--- src/rtl/sev_seg_pkg.sv ---
// sev_seg_pkg: seven-segment constants and the segment-to-hex decoder,
// shared by the display driver's encoder and the loopback decoder.
package sev_seg_pkg;
   localparam int SEG_W = 7;
   localparam logic [SEG_W-1:0] HEX_SEG [16] = '{
      7'h3F, 7'h06, 7'h5B, 7'h4F, 7'h66, 7'h6D, 7'h7D, 7'h07,
      7'h7F, 7'h6F, 7'h77, 7'h7C, 7'h39, 7'h5E, 7'h79, 7'h71};

   // Takes the active-low bus pattern; ok is low when it matches no hex glyph.
   function automatic logic [3:0] seg_to_hex(input logic [SEG_W-1:0] seg_n, output logic ok);
      logic [3:0] v;
      v = '0;
      ok = 1'b0;
      for (int i = 0; i < 16; i++)
         if (~seg_n == HEX_SEG[i]) begin
            v = 4'(i);
            ok = 1'b1;
         end
      return v;
   endfunction
endpackage

--- src/rtl/sev_seg_digit_capture.sv ---
// sev_seg_digit_capture: per-digit stability filter, hex decode and staleness
// tracking for one multiplexed digit.
module sev_seg_digit_capture
   import sev_seg_pkg::*;
#(
   parameter int STABLE_CNT = 4,
   parameter int TIMEOUT    = 64
) (
   input  logic             clk,
   input  logic             reset,
   input  logic             tick,
   input  logic             active,
   input  logic             clear,
   input  logic [SEG_W-1:0] seg_n,
   output logic [3:0]       digit,
   output logic             valid,
   output logic             upd,
   output logic             err
);
   localparam int CW = $clog2(STABLE_CNT + 1);
   localparam int AW = $clog2(TIMEOUT + 1);
   localparam logic [CW-1:0] CNT_MAX = CW'(STABLE_CNT);
   localparam logic [CW-1:0] CNT_PRE = CW'(STABLE_CNT - 1);
   localparam logic [AW-1:0] AGE_MAX = AW'(TIMEOUT);
   localparam logic [AW-1:0] AGE_PRE = AW'(TIMEOUT - 1);

   logic [SEG_W-1:0] cand;
   logic [CW-1:0]    cnt;
   logic [AW-1:0]    age;
   logic             match, accept, ok, stale;
   logic [3:0]       value;

   // accept fires only on the tick the run length reaches STABLE_CNT, never while saturated
   always_comb begin
      match  = seg_n == cand;
      accept = active && (match ? cnt == CNT_PRE : STABLE_CNT == 1);
      stale  = age >= AGE_PRE;
      value  = seg_to_hex(seg_n, ok);
   end

   always_ff @(posedge clk or posedge reset)
      if (reset) begin
         cand  <= '0;
         cnt   <= '0;
         age   <= '0;
         digit <= '0;
         valid <= 1'b0;
         upd   <= 1'b0;
         err   <= 1'b0;
      end else begin
         upd <= 1'b0;
         err <= 1'b0;
         if (tick && active) begin
            age  <= '0;
            cand <= seg_n;
            cnt  <= !match ? CW'(1) : cnt == CNT_MAX ? cnt : cnt + CW'(1);
            if (accept && ok) begin
               digit <= value;
               valid <= 1'b1;
               upd   <= value != digit || !valid;
            end else if (accept) begin
               err <= 1'b1;
            end
         end else if (tick) begin
            age <= age == AGE_MAX ? age : age + AW'(1);
            if (clear || stale)
               cnt <= '0;
            if (stale)
               valid <= 1'b0;
         end
      end
endmodule

--- src/rtl/sev_seg_mux_decoder.sv ---
// sev_seg_mux_decoder: receive end of the dual-digit multiplexed seven-segment
// bus; synchronises, samples and demultiplexes into two filtered hex digits.
module sev_seg_mux_decoder
   import sev_seg_pkg::*;
#(
   parameter int SAMPLE_DIV = 4,
   parameter int STABLE_CNT = 4,
   parameter int TIMEOUT    = 64
) (
   input  logic             clk,
   input  logic             reset,
   input  logic [SEG_W-1:0] seg_n,
   input  logic [1:0]       an_n,
   output logic [3:0]       digit0,
   output logic [3:0]       digit1,
   output logic [1:0]       valid,
   output logic [1:0]       upd,
   output logic             err
);
   localparam int PW = SAMPLE_DIV > 1 ? $clog2(SAMPLE_DIV) : 1;
   localparam logic [PW-1:0] PS_MAX = PW'(SAMPLE_DIV - 1);

   logic [SEG_W-1:0] seg_s1, seg_s2;
   logic [1:0]       an_s1, an_s2, active, dig_err;
   logic [PW-1:0]    ps;
   logic             tick, illegal, ill_err;

   // synchronisers reset to the blank bus level so start-up samples raise no error
   always_ff @(posedge clk or posedge reset)
      if (reset) begin
         seg_s1  <= '1;
         seg_s2  <= '1;
         an_s1   <= '1;
         an_s2   <= '1;
         ps      <= '0;
         ill_err <= 1'b0;
      end else begin
         seg_s1  <= seg_n;
         seg_s2  <= seg_s1;
         an_s1   <= an_n;
         an_s2   <= an_s1;
         ps      <= tick ? '0 : ps + PW'(1);
         ill_err <= tick && illegal;
      end

   always_comb begin
      tick      = ps == PS_MAX;
      active[0] = tick && an_s2 == 2'b10;
      active[1] = tick && an_s2 == 2'b01;
      illegal   = an_s2 == 2'b00;
      err       = ill_err || |dig_err;
   end

   sev_seg_digit_capture #(.STABLE_CNT(STABLE_CNT), .TIMEOUT(TIMEOUT)) u_dig0 (
      .clk(clk), .reset(reset), .tick(tick), .active(active[0]), .clear(illegal),
      .seg_n(seg_s2), .digit(digit0), .valid(valid[0]), .upd(upd[0]), .err(dig_err[0]));

   sev_seg_digit_capture #(.STABLE_CNT(STABLE_CNT), .TIMEOUT(TIMEOUT)) u_dig1 (
      .clk(clk), .reset(reset), .tick(tick), .active(active[1]), .clear(illegal),
      .seg_n(seg_s2), .digit(digit1), .valid(valid[1]), .upd(upd[1]), .err(dig_err[1]));
endmodule

--- config.mk ---
export PLATFORM = sky130hd
export DESIGN_NAME = sev_seg_mux_decoder
export DESIGN_NICKNAME = d
export VERILOG_FILES = /design/src/rtl/sev_seg_pkg.sv /design/src/rtl/sev_seg_digit_capture.sv /design/src/rtl/sev_seg_mux_decoder.sv
export SDC_FILE = /design/constraint.sdc
export NUM_CORES = 1
export LEC_CHECK = 0
export CAP_MARGIN = 20
export CORE_ASPECT_RATIO = 1.2
export CORE_UTILIZATION = 40
export DETAILED_ROUTE_END_ITERATION = 16
export PLACE_DENSITY = 0.55
export SLEW_MARGIN = 10
export SYNTH_ARGS = -nofsm -noshare
export SYNTH_HDL_FRONTEND = slang
export SYNTH_SLANG_ARGS = --single-unit
--- constraint.sdc ---
create_clock -name clk -period 2.9 [get_ports clk]
set_input_delay 0.58 -clock clk [delete_from_list [all_inputs] [get_ports clk]]
set_output_delay 0.58 -clock clk [all_outputs]
set_load 0.005 [all_outputs]
==> results of run 1 <==
## cell families (layout without fill, tap and decap cells)
kind of cell | Yosys count | in the layout
fa+ha+maj | 12 | 12
mux | 12 | 12
compound gates | 61 | 61
simple gates | 114 | 114
xor+xnor | 31 | 31
flops | 69 | 69
buf+inv | 37 | 63
## cells in the final DEF (no fill, tap or decap), types with 3 or more instances in the layout
cell,n
xnor2_1,13
a41oi_1,3
clkdlybuf4s50_1,23
dfstp_2,18
a21oi_1,18
buf_4,4
mux2i_1,5
nor3_1,7
dfrtp_1,51
nand3b_1,3
nand3_4,3
mux2_1,6
o21ai_0,15
nand3_1,8
nor4_1,4
clkbuf_8,9
a31oi_1,3
o22ai_1,3
nand2_1,50
inv_1,18
ha_1,12
nand4_1,8
nor2_1,14
xor2_1,18
## layer usage
metal	routed length, um	global-route usage (%)	up-vias
met5	0	0	-
met1	3180	22.1	1169
met2	3220	26.5	37
li1	-	-	1208
met4	143	7.38	0
met3	190	3.02	13
## final cells by class
| type | count | share of cell area [%] |
|---|---|---|
| repair buffers | 28 | 6.97 |
| inverters | 19 | 1.77 |
| well taps | 114 | 3.55 |
| flip-flops and latches | 69 | 43.5 |
| clock buffers | 12 | 4.42 |
| multi-input cells | 230 | 38.5 |
| clock inverters | 4 | 1.31 |
## stage by stage
stage	cells	utilization (%)	cell area [um2]	worst slack, ns	power [mW]
floorplan	336	-	3480	0.610	1.31
global placement	460	45.7	3790	0.622	1.37
detailed placement	460	45.7	3790	0.574	1.38
CTS	476	48.5	4020	0.561	2.27
global route	476	48.5	4020	0.375	2.36
finish	476	48.5	4020	0.576	2.25
## sequential cells by signal, indices dropped and copies added (netlist names)
name	count
u_dig1.cnt	3
an_s1	2
ill_err	1
seg_s2	7
u_dig1.digit	4
u_dig1.upd	1
u_dig1.valid	1
u_dig0.cand	7
u_dig0.cnt	3
u_dig1.err	1
u_dig0.valid	1
u_dig1.cand	7
seg_s1	7
u_dig0.age	7
u_dig1.age	7
an_s2	2
u_dig0.digit	4
ps	2
u_dig0.err	1
u_dig0.upd	1
## worst max-delay path: cells and delay by family (launching register included)
| kind | cells | cell delay [ns] |
|---|---|---|
| simple gates | 3 | 0.64 |
| mux | 1 | 0.34 |
| flops | 1 | 0.72 |
| compound gates | 2 | 0.50 |
## power groups by stage
stage | logic [mW] | registers [mW] | clock network [mW]
final | 0.220 | 1.14 | 0.891
after global routing | 0.257 | 1.15 | 0.950
after CTS | 0.224 | 1.14 | 0.909
after detailed placement | 0.223 | 1.16 | 0
after global placement | 0.218 | 1.16 | 0
after floorplan | 0.188 | 1.12 | 0
## worst paths after layout
check | slack (ns) | startpoint | end | cells after the start
worst max-delay path | 0.58 | seg_s2[3] | u_dig0.digit[2] | 6
worst max register to register | 0.58 | seg_s2[3] | u_dig0.digit[2] | 6
worst min register to register | 0.35 | seg_s1[1] | seg_s2[1] | 0
min in group asynchronous | 0.61 | reset | u_dig1.cand[2] | 3
worst min-delay path | 0.35 | seg_s1[1] | seg_s2[1] | 0
max in group asynchronous | 1.94 | reset | an_s1[1] | 3
==> run_results.csv, run 1 <==
group,metric,value,unit
worst_setup_path,path_max_fanout,19,
worst_setup_path,critPathRequiredTime,3.14,ns
worst_setup_path,cp-end-kind,"flop",
clocking,cts_buffers,9,
floorplanning,die-area,9080,um2
pwr,p_int,1.66,mW
synth,ys_types,54,
routing,post_drt_wl_per_cell,14.2,um
synth,synth-main-ff-cell,"dfrtp_1",
job,maxCapViolCount,0,
pwr,switchingPower,594,uW
sta,worst_hold_slack,0.355,ns
routing,drtAntennaViolNets,0,
finish,area_delta_synth_final,15.5,%
clocking,htreeDepth,3,
routing,vias_per_cell,5.10,
synth,synth_common_cells,"dfrtp_1, nand2_1, inv_1",
floorplanning,coreArea,8290,um2
sta,hold_violations,0,
clocking,cts_hold_buffers,0,
clocking,cts_root_buffer,"clkbuf_8",
clocking,cts.sink_count,69,
clocking,clk_latency,0.36,ns
synth,synth_top_family_by_area,"simple AND/OR/NAND/NOR gates",
clocking,path_clk_slew,0.08,ns
finish,fillCellCount,796,
finish,diodes,0,
synth,avgSynthCellArea,10.4,um2
pwr,p_seq_share,50.6,%
sta,tightest_slew,0.493,ns
global_routing,grt_overflow,0,
sta,fin_crit_sh,80.1,%
clocking,clockBufferDepth,2,
pwr,leakagePower,1.72,nW
floorplanning,top_level_ports,24,
worst_setup_path,slowest_delay,0.72,ns
pwr,vdd_ir_drop_max,0.253,mV
sta,fmax,0.430,GHz
synth,synth.area.top_cells,"dfrtp_1, dfstp_2, nand2_1, xor2_1, ha_1",
floorplanning,die_w,87.2,um
worst_setup_path,cpMostUsedCell,"nand3_4",
worst_hold_path,hp-class,"reg -> reg",
global_routing,grt_max_degree,70,
sta,rsz0062_at_grt,"no",
sta,skew,0.0118,ns
synth,yosys.area.top_type_share,36.7,%
clocking,cts-resized-gates,0,
routing,wl,6.74,mm
floorplanning,start_util,42.0,%
finish,drive_gt1_share,13.3,%
synth,synth_compound_area_share,11.5,%
synth,yosysWarnings,0,
worst_setup_path,worst_path_max_delay_cell,"dfstp_2",
clocking,cts_setup_buffers,0,
synth,synth-async-reset-ratio,100,%
synth,syn_nets,359,
clocking,tritoncts,"built",
status,status,"finished, final reports clean",
routing,vias,2427,
synth,ys_seq_area_share,50.3,%
synth,synth_edf_count,0,
pwr,combPwrFrac,9.8,%
sta,slew_violations,0,
finish,final_nets,380,
global_routing,antenna_found_initial,0,
sta,fin_setup_tns,0,ns
synth,synth_fa_ha_area_share,4.31,%
place,io_buffers,23,
pwr,clockPowerShare,39.6,%
synth,synth-seq-cells,69,
worst_setup_path,worstPathArrival,2.56,ns
routing,dr.pass1.iters,4,
synth,synth_top_cell_by_area,"dfrtp_1",
worst_setup_path,critPathKind,"reg -> reg",
pwr,pwr_density_cell,560,nW/um2
global_routing,grt_pass1_wl,11.7,mm
routing,drc,0,
finish,multi_input_area,1550,um2
pwr,switching_share,26.4,%
synth,synthesis.area,3480,um2
sta,report.final.setup_viol,0,
global_routing,first_global_vias,2393,
worst_setup_path,startpoint_type,"flop",
synth,synthXorXnorAreaFrac,7.80,%
worst_setup_path,path_cells,"or3b_1, a211o_1, o211a_1, nand3_4, nand3_4, mux2_1",
synth,yosysMostFrequentCell,"dfrtp_1",
synth,postSynthCellCount,336,
routing,drt_iter0_drc,130,
sta,period_needed,2.32,ns
sta,max_slew_margin,67.2,%
finish,regArea,1750,um2
synth,synthMuxAreaShare,3.70,%
synth,yosys.area_share.simple,17.1,%
global_routing,grt_util_all_layers,16.7,%
floorplanning,fp-row-count,36,
place,place_congestion,0.776,
place,dp_hpwl,4.60,mm
floorplanning,die_h,104,um
Power figures use the tool's default switching activity.
==> run 2: changes to the inputs <==
==> constraint.sdc (replaced) <==
create_clock -name clk -period 2.3 [get_ports clk]
set_input_delay 0.46 -clock clk [delete_from_list [all_inputs] [get_ports clk]]
set_output_delay 0.46 -clock clk [all_outputs]
set_load 0.005 [all_outputs]
==> run 2 against run 1 <==
Against the previous run:
- cell count grew 2.5%
- critical path type unchanged
- largest power group unchanged
- sequential power grew 25%
- combinational power grew 35%
- global-route usage grew 0.94 points
- die area is the same
- critical path depth shrank 1
- fmax grew 7.3%
- register-to-register slack lost 0.44 ns
- clock skew shrank 0.0043 ns
- non-clock buffer count grew 12
- final area grew 3.3%
==> run_results.csv, run 2 (synthesized netlist as in run 1, its figures left out) <==
group,metric,value,unit
worst_setup_path,cp-end-kind,"flop",
sta,period_needed,2.17,ns
sta,tightest_slew,0.556,ns
routing,vias,2478,
clocking,clk_latency,0.35,ns
floorplanning,top_level_ports,24,
finish,fin_cells,488,
clocking,cts-resized-gates,0,
floorplanning,die_w,87.2,um
global_routing,grt_util_all_layers,17.6,%
clocking,cts.sink_count,69,
sta,slew_violations,0,
finish,regArea,1750,um2
worst_setup_path,r2r_start,"seg_s2[2]",
sta,fmax,0.462,GHz
place,dpl.cell_count,472,
status,status,"finished, final reports clean",
floorplanning,coreArea,8290,um2
worst_setup_path,critPathRequiredTime,2.53,ns
routing,drc,0,
finish,multi_input_area,1560,um2
place,io_buffers,23,
place,dp_hpwl,5.00,mm
global_routing,first_global_vias,2521,
clocking,cts_setup_buffers,0,
global_routing,antenna_found_initial,0,
worst_hold_path,hold_start,"seg_s1[3]",
finish,fillCellCount,798,
floorplanning,die_h,104,um
worst_setup_path,startpoint_type,"flop",
finish,mostFrequentLayoutCells,"dfrtp_1, nand2_1, clkdlybuf4s50_1",
global_routing,grt_max_degree,30,
clocking,htreeDepth,3,
pwr,power,2.85,mW
sta,rsz0062_at_grt,"no",
worst_setup_path,reg2reg_depth,5,
finish,drive_gt1_share,17.1,%
worst_setup_path,path_max_fanout,10,
routing,post_drt_wl_per_cell,14.4,um
clocking,tritoncts,"built",
routing,wl,7.05,mm
clocking,cts_buffers,9,
finish,area_delta_synth_final,19.3,%
worst_hold_path,hold_end,"seg_s2[3]",
global_routing,grt_overflow,0,
sta,hold_violations,0,
pwr,vdd_ir_drop_max,0.340,mV
routing,drtAntennaViolNets,0,
pwr,leakagePower,1.80,nW
sta,fin_setup_tns,0,ns
clocking,cts_hold_buffers,0,
worst_setup_path,critPathKind,"reg -> reg",
place,place_congestion,0.809,
sta,skew,0.00750,ns
floorplanning,start_util,42.0,%
routing,drt_iter0_drc,85,
finish,diodes,0,
worst_setup_path,worstPathArrival,2.40,ns
sta,report.final.setup_viol,0,
finish,final_common_cell,"dfrtp_1",
sta,fin_crit_sh,94.2,%
worst_setup_path,r2r-end,"u_dig1.digit[2]",
clocking,path_clk_slew,0.07,ns
worst_setup_path,reg2reg_slack,0.13,ns
finish,final_nets,392,
pwr,pwr_density_cell,687,nW/um2
sta,max_slew_margin,62.9,%
floorplanning,die-area,9080,um2
clocking,clockBufferDepth,2,
global_routing,grt_pass1_wl,12.2,mm
floorplanning,fp-row-count,36,
worst_hold_path,hp-class,"reg -> reg",
clocking,cts_root_buffer,"clkbuf_8",
job,maxCapViolCount,0,
worst_hold_path,holdPathStages,0,
routing,dr.pass1.iters,4,
routing,vias_per_cell,5.08,
-- run 2: cell count changes in the layout (fill, tap and decap cells not counted), sizes merged --
cell,previous run,this run
clkbuf,12,14
bufinv,1,0
clkinv,3,1
inv,19,20
buf,5,17
-- run 2: worst max-delay path by stage --
stage                          from         endpoint  slack (ns)
final                     seg_s2[2]  u_dig1.digit[2]        0.13
after CTS                 seg_s2[0]  u_dig1.digit[2]        0.10
after floorplan               reset          ill_err        0.13
after global routing      seg_s2[6]  u_dig1.digit[1]        0.02
after global placement    seg_s2[0]  u_dig0.digit[2]        0.12
after detailed placement  seg_s2[0]  u_dig1.digit[2]        0.12
-- run 2: worst max-delay path, cell delays in order (launching register included) --
cell and delay (ns):
dfstp_2 0.65, or2b_1 0.29, o41a_1 0.48, nand3_4 0.15, nand3_4 0.14, mux2_1 0.33
-- run 2: metal layers --
layer	GRT usage, %	vias up	wire [um]
li1	-	1228	-
met1	22.9	1182	3250
met2	27.4	49	3330
met3	2.54	19	205
met4	11.0	0	269
met5	0	-	0
-- run 2: area by class of cell --
| cell class | count | share of cell area [%] |
|---|---|---|
| flip-flops and latches | 69 | 42.2 |
| multi-input cells | 230 | 37.6 |
| repair buffers | 40 | 9.22 |
| clock buffers | 14 | 5.45 |
| well taps | 114 | 3.43 |
| inverters | 19 | 1.72 |
| clock inverters | 2 | 0.362 |
-- run 2: power breakdown --
group	total, mW	internal [mW]	switching, mW
clock network	1.12	0.651	0.472
logic	0.298	0.144	0.154
registers	1.43	1.32	0.112
total	2.85	2.12	0.738
-- run 2: per-stage QoR --
stage	hold WS, ns	util, %	worst slack, ns	cell area, um2
2_1_floorplan	0.345	-	0.130	3480
3_3_place_gp	0.346	47.0	0.117	3890
3_5_place_dp	0.347	47.0	0.123	3890
4_1_cts	0.358	49.9	0.102	4130
5_1_grt	0.360	50.1	0.0230	4150
6_report	0.356	50.1	0.134	4150
